==> config.mk <==
export PLATFORM = sky130hd
export DESIGN_NAME = pucch_re_mapper
export DESIGN_NICKNAME = d
export VERILOG_FILES = /design/src/rtl/pucch_re_mapper.sv
export SDC_FILE = /design/constraint.sdc
export NUM_CORES = 1
export LEC_CHECK = 0
export ABC_AREA = 1
export CORE_ASPECT_RATIO = 0.9
export CORE_UTILIZATION = 45
export CTS_BUF_LIST = sky130_fd_sc_hd__clkbuf_2
export DETAILED_ROUTE_END_ITERATION = 8
export REMOVE_ABC_BUFFERS = 1
export SYNTH_ARGS = -nofsm -noshare
export SYNTH_HDL_FRONTEND = slang
export SYNTH_SLANG_ARGS = --single-unit
==> constraint.sdc <==
create_clock -name clk -period 5.9 [get_ports clk]
set_input_delay 1.475 -clock clk [delete_from_list [all_inputs] [get_ports clk]]
set_output_delay 1.475 -clock clk [all_outputs]
set_load 0.05 [all_outputs]
==> src/rtl/pucch_re_mapper.sv <==
// -----------------------------------------------------------------------------
// pucch_re_mapper
//
// Purpose:
//    Sits behind the PUCCH F0/F1 sequence generator. Each OFDM symbol arrives
//    as a burst of exactly 12 I/Q samples with no backpressure. Bursts are
//    absorbed into a two-bank ping-pong buffer and replayed to the
//    resource-grid writer over a valid/ready handshake. Each replayed sample
//    is tagged with its OFDM symbol index and its absolute subcarrier index.
//
// Optional feature (compile-time macro):
//    PUCCH_INTRASLOT_HOP_EN  - when defined, later bursts are mapped onto the
//                              second-hop PRB (i_prb2); otherwise i_prb2 is
//                              ignored and every burst uses i_prb.
//
// Ports:
//    clk          clock, single domain
//    rst_n        synchronous reset, active low
//    i_start      1-cycle pulse: latch config, flush buffers, clear flags
//    i_format     0 = F0, 1 = F1, anything else finishes at once with o_err
//    i_symStart   first PUCCH symbol
//    i_nPUCCHSym  number of allocated PUCCH symbols
//    i_prb        PRB of the first hop
//    i_prb2       PRB of the second hop (hopping builds only)
//    i_re, i_im   upstream sample
//    i_valid      upstream sample strobe (bursts of 12)
//    i_done       upstream level: all bursts produced
//    o_re, o_im   mapped sample (zero while o_valid is low)
//    o_sym        OFDM symbol of the current output sample
//    o_sc         absolute subcarrier = prb*12 + k
//    o_valid      output strobe, held with stable data until i_ready
//    i_ready      grid writer accepts when o_valid & i_ready
//    o_done       level: everything drained, held until next i_start
//    o_err        sticky: overflow, partial burst or bad format
// -----------------------------------------------------------------------------
module pucch_re_mapper #(
   parameter int DW        = 16,
   parameter int N_PRB_MAX = 275,
   parameter int SC_W      = 12
) (
   input  logic                         clk,
   input  logic                         rst_n,
   input  logic                         i_start,
   input  logic [2:0]                   i_format,
   input  logic [3:0]                   i_symStart,
   input  logic [3:0]                   i_nPUCCHSym,
   input  logic [$clog2(N_PRB_MAX)-1:0] i_prb,
   input  logic [$clog2(N_PRB_MAX)-1:0] i_prb2,
   input  logic [DW-1:0]                i_re,
   input  logic [DW-1:0]                i_im,
   input  logic                         i_valid,
   input  logic                         i_done,
   output logic [DW-1:0]                o_re,
   output logic [DW-1:0]                o_im,
   output logic [3:0]                   o_sym,
   output logic [SC_W-1:0]             o_sc,
   output logic                         o_valid,
   input  logic                         i_ready,
   output logic                         o_done,
   output logic                         o_err
);

   localparam int         PRB_W    = $clog2(N_PRB_MAX);
   localparam int         NSC      = 12;
   localparam logic [3:0] LAST_IDX = 4'd11;

   typedef enum logic [1:0] {
      IDLE = 2'd0,
      RUN  = 2'd1,
      DONE = 2'd2
   } state_t;

   state_t state_reg, state_next;

   // Configuration latched on i_start
   logic             fmt_f1_reg;
   logic [3:0]       sym_start_reg;
   logic [PRB_W-1:0] prb_reg;
`ifdef PUCCH_INTRASLOT_HOP_EN
   logic [PRB_W-1:0] prb2_reg;
   logic [3:0]       n_sym_reg;
`endif

   // Ping-pong storage: two banks of one burst each
   logic [DW-1:0] mem_re_reg [2][NSC];
   logic [DW-1:0] mem_im_reg [2][NSC];
   logic [1:0]    full_reg, full_next;
   logic [3:0]    burst_tag_reg [2];   // burst count b of the burst held in each bank

   // Write side
   logic       wr_bank_reg;
   logic [3:0] wr_idx_reg, wr_idx_next;
   logic       drop_reg;               // current burst is being discarded
   logic [3:0] b_reg;                  // bursts seen so far, dropped ones included

   // Read side
   logic       rd_bank_reg;
   logic [3:0] rd_idx_reg;

   logic       err_reg;

   logic             fmt_ok;
   logic             run;
   logic             abort;
   logic             wr_fire, wr_first, wr_last, wr_drop, wr_store, wr_complete;
   logic             rd_avail, rd_fire, rd_last, rd_free;
   logic             done_cond;
   logic [3:0]       rd_b;
   logic [PRB_W-1:0] prb_sel;
   logic [3:0]       sym_calc;
   logic [SC_W-1:0]  sc_calc;

   assign fmt_ok = (i_format == 3'd0) || (i_format == 3'd1);
   assign run    = (state_reg == RUN);

   // ---------------------------------------------------------------- write side
   // i_done arriving mid-burst means the burst will never complete: throw it away.
   assign abort    = run & i_done & (wr_idx_reg != 4'd0);
   assign wr_fire  = run & i_valid & ~abort;
   assign wr_first = (wr_idx_reg == 4'd0);
   assign wr_last  = (wr_idx_reg == LAST_IDX);
   // Whether a burst is kept is decided on its first sample, so a bank that
   // frees up halfway through a dropped burst never receives a torn burst.
   assign wr_drop     = wr_first ? full_reg[wr_bank_reg] : drop_reg;
   assign wr_store    = wr_fire & ~wr_drop;
   assign wr_complete = wr_store & wr_last;

   always_comb begin
      wr_idx_next = wr_idx_reg;
      if (abort) begin
         wr_idx_next = 4'd0;
      end else if (wr_fire) begin
         wr_idx_next = wr_last ? 4'd0 : wr_idx_reg + 4'd1;
      end
   end

   // ----------------------------------------------------------------- read side
   assign rd_avail = full_reg[rd_bank_reg];
   assign rd_last  = (rd_idx_reg == LAST_IDX);
   assign rd_fire  = rd_avail & i_ready;
   assign rd_free  = rd_fire & rd_last;
   assign rd_b     = burst_tag_reg[rd_bank_reg];

   // A bank can only be completed by a write while it is empty and only freed
   // by a read while it is full, so both events on the same edge never collide.
   for (genvar gi = 0; gi < 2; gi++) begin : g_bank
      assign full_next[gi] = (full_reg[gi] & ~(rd_free & (rd_bank_reg == 1'(gi))))
                           | (wr_complete & (wr_bank_reg == 1'(gi)));
   end

   // Looking at next-state values lets DONE arrive on the same edge that
   // accepts the final sample.
   assign done_cond = i_done & (wr_idx_next == 4'd0) & (full_next == 2'b00);

   // ------------------------------------------------------------ tag generation
`ifdef PUCCH_INTRASLOT_HOP_EN
   logic [3:0] n_b;
   // F1 carries data only on every other symbol, so it has half as many bursts.
   assign n_b     = fmt_f1_reg ? (n_sym_reg >> 1) : n_sym_reg;
   assign prb_sel = (rd_b < (n_b >> 1)) ? prb_reg : prb2_reg;
`else
   logic unused_cfg;
   assign unused_cfg = ^{i_prb2, i_nPUCCHSym};
   assign prb_sel    = prb_reg;
`endif

   // F1 data symbols sit at odd offsets; DM-RS occupies the even ones.
   assign sym_calc = fmt_f1_reg ? (sym_start_reg + {rd_b[2:0], 1'b0} + 4'd1)
                                : (sym_start_reg + rd_b);
   assign sc_calc  = SC_W'(prb_sel) * SC_W'(NSC) + SC_W'(rd_idx_reg);

   assign o_valid = rd_avail;
   assign o_re    = rd_avail ? mem_re_reg[rd_bank_reg][rd_idx_reg] : '0;
   assign o_im    = rd_avail ? mem_im_reg[rd_bank_reg][rd_idx_reg] : '0;
   assign o_sym   = rd_avail ? sym_calc : 4'd0;
   assign o_sc    = rd_avail ? sc_calc  : '0;
   assign o_err   = err_reg;

   // ------------------------------------------------------------------------ FSM
   always_ff @(posedge clk) begin
      if (!rst_n) begin
         state_reg <= IDLE;
      end else begin
         state_reg <= state_next;
      end
   end

   always_comb begin
      state_next = state_reg;
      o_done     = 1'b0;
      case (state_reg)
         IDLE: begin
            if (i_start) begin
               state_next = fmt_ok ? RUN : DONE;
            end
         end
         RUN: begin
            if (i_start) begin
               state_next = fmt_ok ? RUN : DONE;
            end else if (done_cond) begin
               state_next = DONE;
            end
         end
         DONE: begin
            o_done = 1'b1;
            if (i_start) begin
               state_next = fmt_ok ? RUN : DONE;
            end
         end
         default: begin
            state_next = IDLE;
         end
      endcase
   end

   // ------------------------------------------------------------- control regs
   always_ff @(posedge clk) begin
      if (!rst_n) begin
         fmt_f1_reg       <= 1'b0;
         sym_start_reg    <= 4'd0;
         prb_reg          <= '0;
`ifdef PUCCH_INTRASLOT_HOP_EN
         prb2_reg         <= '0;
         n_sym_reg        <= 4'd0;
`endif
         full_reg         <= 2'b00;
         burst_tag_reg[0] <= 4'd0;
         burst_tag_reg[1] <= 4'd0;
         wr_bank_reg      <= 1'b0;
         wr_idx_reg       <= 4'd0;
         drop_reg         <= 1'b0;
         b_reg            <= 4'd0;
         rd_bank_reg      <= 1'b0;
         rd_idx_reg       <= 4'd0;
         err_reg          <= 1'b0;
      end else if (i_start) begin
         fmt_f1_reg    <= (i_format == 3'd1);
         sym_start_reg <= i_symStart;
         prb_reg       <= i_prb;
`ifdef PUCCH_INTRASLOT_HOP_EN
         prb2_reg      <= i_prb2;
         n_sym_reg     <= i_nPUCCHSym;
`endif
         full_reg      <= 2'b00;
         wr_bank_reg   <= 1'b0;
         wr_idx_reg    <= 4'd0;
         drop_reg      <= 1'b0;
         b_reg         <= 4'd0;
         rd_bank_reg   <= 1'b0;
         rd_idx_reg    <= 4'd0;
         err_reg       <= ~fmt_ok;
      end else begin
         full_reg   <= full_next;
         wr_idx_reg <= wr_idx_next;

         if (abort) begin
            drop_reg <= 1'b0;
         end else if (wr_fire) begin
            drop_reg <= wr_last ? 1'b0 : wr_drop;
         end

         // Dropped bursts still advance b so later symbols keep their tags.
         if (wr_fire && wr_last) begin
            b_reg <= b_reg + 4'd1;
         end

         if (wr_complete) begin
            wr_bank_reg                <= ~wr_bank_reg;
            burst_tag_reg[wr_bank_reg] <= b_reg;
         end

         if (rd_fire) begin
            rd_idx_reg <= rd_last ? 4'd0 : rd_idx_reg + 4'd1;
         end
         if (rd_free) begin
            rd_bank_reg <= ~rd_bank_reg;
         end

         if (abort || (wr_fire && wr_first && full_reg[wr_bank_reg])) begin
            err_reg <= 1'b1;
         end
      end
   end

   // ---------------------------------------------------------------- sample RAM
   always_ff @(posedge clk) begin
      if (wr_store) begin
         mem_re_reg[wr_bank_reg][wr_idx_reg] <= i_re;
         mem_im_reg[wr_bank_reg][wr_idx_reg] <= i_im;
      end
   end

endmodule
==> out/metrics.csv <==
metric,value,unit
criticalPathCategory,flip-flop to output pin,
drt_iter0_drc,2199,
clock_path_buffers,3,
numCtsBuffers,202,
end_kind,output pin,
grt_util_met1,31.49,%
cts_tree,yes,
max_freq,178.0,MHz
hold_buffers,0,
pwr-share-clk,35.4,%
grt_pass1_vias,21940,
slew_violations,0,
comb_power_share,2.1,%
grt_pass1_wl,127.2,mm
portBuffers,104,
grt-busiest-layer,met2,
start_kind,flip-flop,
area_delta_synth_final,11.73,%
violations,DRC,
crit_fanout,24,
outcome,"complete, but fails checks",
core,0.07304,mm²
grt_usage,22.75,%
worst_skew_pair.late_latency,1.42,ns
worstPathCellList,buf_4 -> inv_1 -> buf_4 -> o211ai_1 -> nand2_1 -> nand2_1 -> a21oi_1 -> buf_12,
via_count,22190,
worst_pin_slew,0.9992,ns
period_minus_slack,5.619,ns
path_clk_slew,0.10,ns
leakage,0.01259,µW
arrival,4.14,ns
rows,94,
synthesis.area,0.03319,mm²
powerDensity,272.4,mW/mm²
routedWlPerCell,21.66,µm
cp.required,4.43,ns
crit_family,buffers and inverters,
fin_skew,0.07722,ns
num_io_pins,118,
drive_above_1_share,15.17,%
cts_post_setup_buffers_inserted,0,
drt_pass1_iterations,8,
drt-total-wl,85.04,mm
ys_seq_elements,811,
fp.dieH,259.6,µm
syn_inst,2629,
intPower,7752,µW
maxCapViolations,0,
drc_errors,7,
grt_max_degree,241,
crit_slowest_cell,a21oi_1,
sw_frac_of_total,23.26,%
hold_path_class,flip-flop to flip-flop,
numClockSinks,811,
antenna_found_initial,4,
yosysWarnings,0,
fin_crit_sh,95.24,%
netSwitchingPower,2350,µW
final_nets,2922,
fin_util,50.77,%
start_util,45.44,%
htreeDepth,4,
vias_per_cell,5.652,
gp_congestion,0.8326,
die_w,288.3,µm
yosysUniqueCellTypes,45,
final-setup-viol-count,0,
max-vdd-ir-drop,0.0001324,V
hold_violations,0,
slew_headroom,33.39,%
critPathMaxStageDelay,0.52,ns
grt_use_met2,35.45,%
met3_usage,4.544,%
ant_nets,0,
dpl.hpwl,44.93,mm
yosysSeqAreaShare,72.32,%
synth.avg_cell_area,12.62,µm²
grt_overflow_total,0,
die_area,0.07485,mm²
post-place-ws,1.343,ns
rrSetupSlack,2.26,ns
sequentialPowerShare,62.5,%
cts_root_buffer,clkbuf_2,
nFillCells,6328,
setup_slack,0.2808,ns
path_buf_inv,4,
final cells by class:
cell class,count,area (µm²),area share (%)
Tap cell,960,1201,3.239
Sequential cell,811,24020,64.77
Timing Repair Buffer,166,1712,4.616
Antenna cell,7,17.52,0.04724
Clock buffer,282,1411,3.806
Multi-Input combinational cell,1581,8163,22.01
Clock inverter,53,299.0,0.8064
Inverter,66,262.8,0.7085
worst register-to-register path: cells and delay by family (launching register included):
kind | cells | cell delay [ns]
simple gates | 7 | 1.72
buf+inv | 3 | 1.25
flops | 1 | 0.32
per-layer routing:
metal / part of all wire, % / routed length [µm]
met1: 44 / 37240
met2: 47 / 39690
met3: 7.4 / 6273
met4: 2.1 / 1810
met5: 0.026 / 22
worst paths after layout:
check / from / endpoint / depth (start not counted)
hold / removal: prb_reg[8] / prb_reg[8] / 2
setup / recovery: rd_idx_reg[2] / o_im[12] / 8
hold reg to reg: prb_reg[8] / prb_reg[8] / 2
setup reg to reg: wr_bank_reg / mem_re_reg[1][94] / 10
kinds of logic after synthesis:
| group | count (synthesis) | share of synthesized area, % |
|---|---|---|
| buffers and inverters | 237 | 3.630 |
| adders and majority gates | 27 | 1.108 |
| and+or+nand+nor | 804 | 9.579 |
| xor gates and xnor gates | 7 | 0.1847 |
| DFF | 811 | 72.32 |
| AOI/OAI and AO/OA | 743 | 13.18 |
placed cells by master, fill, tap and decap left out, types with 16 or more instances in the layout:
master           instances
o211ai_1               112
o21ai_0                412
dfxtp_1                 31
clkinv_1                33
buf_4                   72
inv_1                   57
ha_1                    23
a21oi_1                 55
o21ai_1                 42
nor2_1                 530
nand3_1                 54
buf_12                  16
nor2_4                  23
edfxtp_1               776
o221ai_1                80
clkdlybuf4s50_1         69
o22ai_1                 32
nand2_1                165
clkbuf_2               283
cell usage after synthesis:
| master | number | area (µm²) |
|---|---|---|
| edfxtp_1 | 776 | 23300 |
| nor2_1 | 553 | 2076 |
| o21ai_0 | 412 | 2062 |
| nand2_1 | 165 | 619.3 |
| o211ai_1 | 112 | 840.8 |
| clkbuf_1 | 90 | 337.8 |
| o221ai_1 | 80 | 700.7 |
| inv_1 | 59 | 221.5 |
| a21oi_1 | 55 | 275.3 |
| nand3_1 | 54 | 270.3 |
| buf_2 | 42 | 210.2 |
| o21ai_1 | 42 | 210.2 |
| dfxtp_1 | 35 | 700.7 |
| o22ai_1 | 32 | 200.2 |
| ha_1 | 23 | 287.8 |
| buf_6 | 22 | 247.7 |
| buf_4 | 11 | 82.58 |
| nand4_1 | 9 | 56.30 |
| fa_1 | 4 | 80.08 |
| inv_2 | 4 | 15.01 |
| nor3_1 | 4 | 20.02 |
| xor2_1 | 4 | 35.03 |
| nand2_2 | 3 | 18.77 |
| nor2_2 | 3 | 18.77 |
| o21a_1 | 3 | 22.52 |
| or2_2 | 3 | 18.77 |
| xnor2_1 | 3 | 26.28 |
| a211oi_1 | 2 | 15.01 |
| a21oi_2 | 2 | 17.52 |
| buf_12 | 2 | 40.04 |
| clkinv_1 | 2 | 7.510 |
| nand3_2 | 2 | 20.02 |
| nand3b_1 | 2 | 15.01 |
| nor3_2 | 2 | 20.02 |
| nor4_1 | 2 | 12.51 |
| a211oi_2 | 1 | 12.51 |
| a311oi_1 | 1 | 8.760 |
| and2b_1 | 1 | 7.510 |
| buf_1 | 1 | 3.750 |
| buf_8 | 1 | 15.01 |
| clkbuf_2 | 1 | 5.000 |
| clkbuf_4 | 1 | 7.510 |
| inv_8 | 1 | 11.26 |
| o21ai_2 | 1 | 8.760 |
| or2_1 | 1 | 6.260 |
metrics by stage:
step	total power, µW	cells	cell area (µm²)	TNS [ns]	hold slack, ns
finish	10100	3926	37080	0	0.5127
global route	10510	3926	37080	-0.08359	0.5155
CTS	10210	3918	37030	0	0.4761
detailed placement	6661	3582	35270	0	0.5033
global placement	6650	3582	35270	0	0.4871
floorplan	6529	2458	32240	-197.69	0.4606
power groups by stage:
stage          logic, µW  clock network, µW  registers (µW)
4_1_cts              217               3680            6310
5_1_grt              243               3950            6320
2_1_floorplan       83.0                  0            6450
3_5_place_dp         215                  0            6450
6_report             215               3570            6310
3_3_place_gp         205                  0            6440
what timing repair did:
item,4_1_cts,5_1_grt
gates cloned,1,1
resized for setup,8,6
pin swaps,0,0
setup endpoints to repair,15,4
hold endpoints to repair,0,0
(Power assumes the default switching activity.)
